[src/rtl/mux_scan_nx1_pkg.sv]
// Shared definitions for the scanning N-to-1 registered multiplexer.
//   state_t    : control FSM states (IDLE, DIRECT, SCAN)
//   clog2_safe : index width helper that never returns 0, so a
//                degenerate single-channel build still gets a 1-bit select
package mux_pkg;

  typedef enum logic [1:0] {
    IDLE   = 2'd0,
    DIRECT = 2'd1,
    SCAN   = 2'd2
  } state_t;

  function automatic int clog2_safe(input int n);
    return (n < 2) ? 1 : $clog2(n);
  endfunction

endpackage

[src/rtl/mux_scan_nx1_scan_ptr.sv]
// Scan pointer and dwell counter for mux_scan_nx1.
//   clk, rst  : rising-edge clock, synchronous active-high reset
//   step      : a scan sample is taken at this edge, so count it
//   load      : this sample starts a fresh scan at load_val
//   load_val  : start channel (already range-checked by the caller)
//   cur_ptr   : channel the sample at this edge is taken from
//   wrap_now  : the sample at this edge is the first view of channel 0
//               after channel N-1
module scan_ptr
  import mux_pkg::*;
#(
  parameter int N     = 8,
  parameter int DWELL = 1,
  parameter int SW    = clog2_safe(N)
) (
  input  logic          clk,
  input  logic          rst,
  input  logic          step,
  input  logic          load,
  input  logic [SW-1:0] load_val,
  output logic [SW-1:0] cur_ptr,
  output logic          wrap_now
);

  localparam int CW = $clog2(DWELL + 1);
  localparam logic [SW-1:0] LAST_CH  = SW'(N - 1);
  localparam logic [CW-1:0] CNT_LAST = CW'(DWELL - 1);

  logic [SW-1:0] ptr_q;
  logic [CW-1:0] cnt_q;
  logic          wrapped_q;
  logic [CW-1:0] base_cnt;
  logic          expire;
  logic          at_last;

  // A load makes the entry sample count as the first dwell cycle of the
  // loaded channel, so the entry edge is treated as dwell_cnt = 0 there.
  // wrapped_q remembers that the pointer reached 0 by wrapping; together
  // with dwell_cnt = 0 it marks the very first sample of channel 0, which
  // also survives a freeze that happens right at the wrap point.
  always_comb begin
    cur_ptr  = load ? load_val : ptr_q;
    base_cnt = load ? '0 : cnt_q;
    expire   = (base_cnt == CNT_LAST);
    at_last  = (cur_ptr == LAST_CH);
    wrap_now = !load && wrapped_q && (ptr_q == '0) && (cnt_q == '0);
  end

  // Pointer and counter only move on edges where a scan sample is taken;
  // everything else (direct mode, disabled) leaves them frozen.
  always_ff @(posedge clk) begin
    if (rst) begin
      ptr_q     <= '0;
      cnt_q     <= '0;
      wrapped_q <= 1'b0;
    end else if (step) begin
      if (expire) begin
        cnt_q     <= '0;
        ptr_q     <= at_last ? '0 : cur_ptr + SW'(1);
        wrapped_q <= at_last;
      end else begin
        cnt_q     <= base_cnt + CW'(1);
        ptr_q     <= cur_ptr;
        wrapped_q <= load ? 1'b0 : wrapped_q;
      end
    end
  end

endmodule

[src/rtl/mux_scan_nx1.sv]
// Registered N-channel, W-bit multiplexer with direct-select and
// auto-scan modes.
//   clk, rst : rising-edge clock, synchronous active-high reset
//   in_bus   : N packed channels, channel k at in_bus[k*W +: W]
//   sel      : direct-mode channel, or scan start channel
//   mode     : 0 = direct select, 1 = auto-scan
//   en       : 0 freezes the block (IDLE), 1 runs it
//   y        : registered channel data
//   y_valid  : y was sampled at the previous edge
//   ch       : channel index y was taken from
//   wrap     : pulse with the first channel-0 sample after channel N-1
//   sel_err  : direct-mode sel was out of range (sel >= N)
module mux_scan_nx1
  import mux_pkg::*;
#(
  parameter  int N     = 8,
  parameter  int W     = 1,
  parameter  int DWELL = 1,
  localparam int SW    = clog2_safe(N)
) (
  input  logic           clk,
  input  logic           rst,
  input  logic [N*W-1:0] in_bus,
  input  logic [SW-1:0]  sel,
  input  logic           mode,
  input  logic           en,
  output logic [W-1:0]   y,
  output logic           y_valid,
  output logic [SW-1:0]  ch,
  output logic           wrap,
  output logic           sel_err
);

  localparam logic [SW:0] N_EXT = (SW + 1)'(N);

  state_t        state_q, state_d;
  logic          resume_q, resume_d;
  logic [W-1:0]  y_d;
  logic          y_valid_d;
  logic [SW-1:0] ch_d;
  logic          wrap_d;
  logic          sel_err_d;

  logic          sel_ok;
  logic [SW-1:0] sel_safe;
  logic          scan_step;
  logic          scan_load;
  logic [SW-1:0] scan_ch;
  logic          scan_wrap;
  logic [SW-1:0] mux_idx;
  logic [W-1:0]  mux_data;

  // The extra top bit keeps the range check meaningful when N is a power
  // of two. Out-of-range selects are steered to channel 0 so the mux index
  // never leaves the bus.
  assign sel_ok   = ({1'b0, sel} < N_EXT);
  assign sel_safe = sel_ok ? sel : '0;
  assign mux_idx  = mode ? scan_ch : sel_safe;
  assign mux_data = in_bus[int'(mux_idx) * W +: W];

  scan_ptr #(
    .N     (N),
    .DWELL (DWELL),
    .SW    (SW)
  ) u_scan_ptr (
    .clk      (clk),
    .rst      (rst),
    .step     (scan_step),
    .load     (scan_load),
    .load_val (sel_safe),
    .cur_ptr  (scan_ch),
    .wrap_now (scan_wrap)
  );

  // Every enabled edge samples, whatever state we come from, which gives
  // the one-cycle latency from IDLE as well. A scan reloads from sel only
  // when it is a fresh start: out of DIRECT, or out of an IDLE that was
  // not entered from SCAN. resume_q carries that history through IDLE.
  always_comb begin
    state_d   = state_q;
    resume_d  = resume_q;
    y_d       = y;
    y_valid_d = 1'b0;
    ch_d      = ch;
    wrap_d    = 1'b0;
    sel_err_d = sel_err;
    scan_step = 1'b0;
    scan_load = 1'b0;

    if (!en) begin
      state_d = IDLE;
    end else if (mode) begin
      state_d   = SCAN;
      resume_d  = 1'b1;
      scan_step = 1'b1;
      scan_load = (state_q == DIRECT) || ((state_q == IDLE) && !resume_q);
      y_d       = mux_data;
      ch_d      = scan_ch;
      y_valid_d = 1'b1;
      wrap_d    = scan_wrap;
      sel_err_d = 1'b0;
    end else begin
      state_d  = DIRECT;
      resume_d = 1'b0;
      if (sel_ok) begin
        y_d       = mux_data;
        ch_d      = sel;
        y_valid_d = 1'b1;
        sel_err_d = 1'b0;
      end else begin
        y_d       = '0;
        sel_err_d = 1'b1;
      end
    end
  end

  always_ff @(posedge clk) begin
    if (rst) begin
      state_q  <= IDLE;
      resume_q <= 1'b0;
      y        <= '0;
      y_valid  <= 1'b0;
      ch       <= '0;
      wrap     <= 1'b0;
      sel_err  <= 1'b0;
    end else begin
      state_q  <= state_d;
      resume_q <= resume_d;
      y        <= y_d;
      y_valid  <= y_valid_d;
      ch       <= ch_d;
      wrap     <= wrap_d;
      sel_err  <= sel_err_d;
    end
  end

endmodule

[config.mk]
export PLATFORM = sky130hd
export DESIGN_NAME = mux_scan_nx1
export DESIGN_NICKNAME = d
export VERILOG_FILES = /design/src/rtl/mux_scan_nx1_pkg.sv /design/src/rtl/mux_scan_nx1_scan_ptr.sv /design/src/rtl/mux_scan_nx1.sv
export SDC_FILE = /design/constraint.sdc
export NUM_CORES = 1
export LEC_CHECK = 0
export ABC_AREA = 1
export BUFFER_PORTS_ARGS = -buffer_cell sky130_fd_sc_hd__buf_2
export CAP_MARGIN = 20
export CELL_PAD_IN_SITES_DETAIL_PLACEMENT = 0
export CELL_PAD_IN_SITES_GLOBAL_PLACEMENT = 2
export CORE_AREA = 2 2 53 55
export CTS_BUF_LIST = sky130_fd_sc_hd__clkbuf_2 sky130_fd_sc_hd__clkbuf_4 sky130_fd_sc_hd__clkbuf_8
export DETAILED_ROUTE_END_ITERATION = 8
export DIE_AREA = 0 0 55 57
export PLACE_DENSITY = 0.85
export REMOVE_ABC_BUFFERS = 1
export SLEW_MARGIN = 20
export SYNTH_ARGS = -nofsm -noshare
export SYNTH_HDL_FRONTEND = slang
export SYNTH_SLANG_ARGS = --single-unit
[constraint.sdc]
create_clock -name clk -period 3.3 [get_ports clk]
set_clock_uncertainty 0.15 [all_clocks]
set_input_delay 0.66 -clock clk [delete_from_list [all_inputs] [get_ports clk]]
set_output_delay 0.66 -clock clk [all_outputs]
set_load 0.1 [all_outputs]
==> metrics.txt <==
Die Wd 55 µm; Max Root-Sink Buffers 2; area of the core 2615 µm²; Max Cap Viol 0; Initial Utilization 28.18%; grt total ovfl 0; Die Height 57 µm; Worst Setup End Kind flip-flop; Mapped Avg Cell Area 7.225 µm²; min Tclk post-route 2.015 ns; final core utilization 33.92%; Avg WL per Cell 10.75 µm; number of routed nets with antenna violations 0; Skew-Pair Late Insertion Delay 0.28 ns; Fin. Hold Viols 0; post-synthesis sequential area ratio 35.31%; Primary FF master, synth dfxtp_1; Met3 Wirelength 105 µm; H-tree depth 1; layout cells sized above 1 29.84%; RSZ-0062 raised after global routing no; CP max FO 8; cts hold-fix bufs 0; clk root buf clkbuf_4; via density per instance 4.445; Num CTS Buffers 3; Iter 0 DRT Violations 11; Unique masters post-synth 24; share of the synthesized area in the top cell type 35.31%; synth-to-layout area growth 20.37%; # IOs 22; wl on met1 786 µm; Worst Path Arrival 2.08 ns; routability cong. 0.7878; final setup violation count 0; type of the worst min-delay path reg2reg; die area 3135 µm²; status finished clean; Worst EP required 3.37 ns; synthesized flop and latch total 13; dpl hpwl 1.386 mm; Rows 19; Detailed Route WL 1.667 mm; top sig layer met4; Syn Std Cell Area 737.0 µm²; type of origin of the critical path primary input; Post-synth EDFFs 0; area leader, netlist dfxtp_1; total negative slack 0 ns; initial antenna violation count 0; DR DRC count 0; PD cells 444.2 nW/µm²; Mapped Cells 102; Max Fclk 0.4962 GHz; vias post-DR 689; nets@finish 142; LEAKAGE 0.4736 nW; Initial DRT Pass Iterations 4; Ys Warns 0; pin count of the biggest net entering global routing 9; fin. max-slew vios 0; total global-route track usage 12.12%; CTS resizes 0; CTS tree done; Worst-path clk slew 0.08 ns; Post-synth ARST share 0%; ANT cells 0; met2 WL 743 µm; Setup Crit Path Kind in2reg; Num Clock Sinks 13; Synth area leaders dfxtp_1 (35%), nand3_1 (12%), nand2_1 (8.7%); Post-CTS Setup Bufs 0; Final period util 61.07%; peak supply drop 221.7 µV; first-pass GRT wire length 2.746 mm; number of global-route vias before repair 650; # port buffers 20
## sequential cells by signal, summed over array words and instances, names as in the netlist
signal                cells
wrap                      1
ch                        3
u_scan_ptr.ptr_q          3
y_valid                   1
u_scan_ptr.wrapped_q      1
y                         1
state_q                   2
resume_q                  1
## metrics by stage
stage               instances  area (µm²)  power (mW)  hold WS [ns]  setup slack (ns)
finish                    155       887.1      0.3940        0.3095             1.285
global route              155       887.1      0.4154        0.3431             1.167
CTS                       155       887.1      0.3986        0.3085             1.278
detailed placement        151       857.1      0.2905        0.2968            0.9797
global placement          151       857.1      0.2911        0.3007             1.010
floorplan                 100       718.2      0.2616        0.2791             1.369
## layer usage
metal | track usage, % | vias to the layer above
li1 | - | 377
met1 | 16.04 | 291
met2 | 17.52 | 17
met3 | 2.880 | 4
met4 | 7.317 | 0
met5 | 0 | -
## power breakdown
group	switching, mW	leakage (nW)	total, mW	internal [mW]
combinational	0.0844	0.348	0.115	0.0304
clock	0.0532	0.0184	0.108	0.0552
sequential	0.00440	0.107	0.171	0.166
## worst max-delay path: stages
cell and delay (ns):
buf_2 0.20, nand2_4 0.12, inv_4 0.10, nand3_4 0.10, nand2_2 0.11, nand2_1 0.06, ha_1 0.18, ha_1 0.17
nor2_1 0.16, nand3_1 0.10, a21oi_1 0.13
## cell type report
cell class / count / area, µm²
clock buffer: 4 / 30.03
fill: 311 / 1728
inverter: 18 / 70.07
multi-input combinational: 69 / 387.9
sequential: 13 / 260.3
tap: 31 / 38.79
timing repair buffer: 20 / 100.1
## path summary, 6_finish.rpt
check,start,to,slack [ns],cells past startpoint
setup / recovery,mode,u_scan_ptr.ptr_q[0],1.28,11
hold / removal,u_scan_ptr.ptr_q[2],u_scan_ptr.ptr_q[2],0.31,2
setup reg to reg,resume_q,u_scan_ptr.ptr_q[0],1.51,10
hold reg to reg,u_scan_ptr.ptr_q[2],u_scan_ptr.ptr_q[2],0.31,2
## Yosys cell counts, types with 2 or more instances
master and count:
o21ai_0 3, a21oi_1 4, nor3_1 2, nand4_1 3
o211ai_1 2, nand2_1 17, nand2_2 3, nand3_1 18
nand3_2 3, ha_1 2, inv_1 16, nor2_1 5
dfxtp_1 13
## cell families (layout without fill, tap and decap cells)
| logic type | Yosys count | after routing | share of synthesized area (%) |
|---|---|---|---|
| fa+ha+maj | 2 | 2 | 3.395 |
| flops | 13 | 13 | 35.31 |
| buf+inv | 20 | 42 | 12.05 |
| compound gates | 11 | 11 | 9.167 |
| other cells | 1 | 1 | 0.5088 |
| simple gates | 55 | 55 | 39.56 |
## cells in the final DEF (no fill, tap or decap), types with 2 or more instances in the layout
| master | n |
|---|---|
| buf_2 | 20 |
| nand3_1 | 18 |
| nand2_1 | 17 |
| inv_1 | 16 |
| dfxtp_1 | 13 |
| nor2_1 | 5 |
| a21oi_1 | 4 |
| clkbuf_4 | 4 |
| nand2_2 | 3 |
| nand4_1 | 3 |
| nand3_2 | 3 |
| o21ai_0 | 3 |
| o211ai_1 | 2 |
| nor3_1 | 2 |
| ha_1 | 2 |
(Power assumes the default switching activity.)
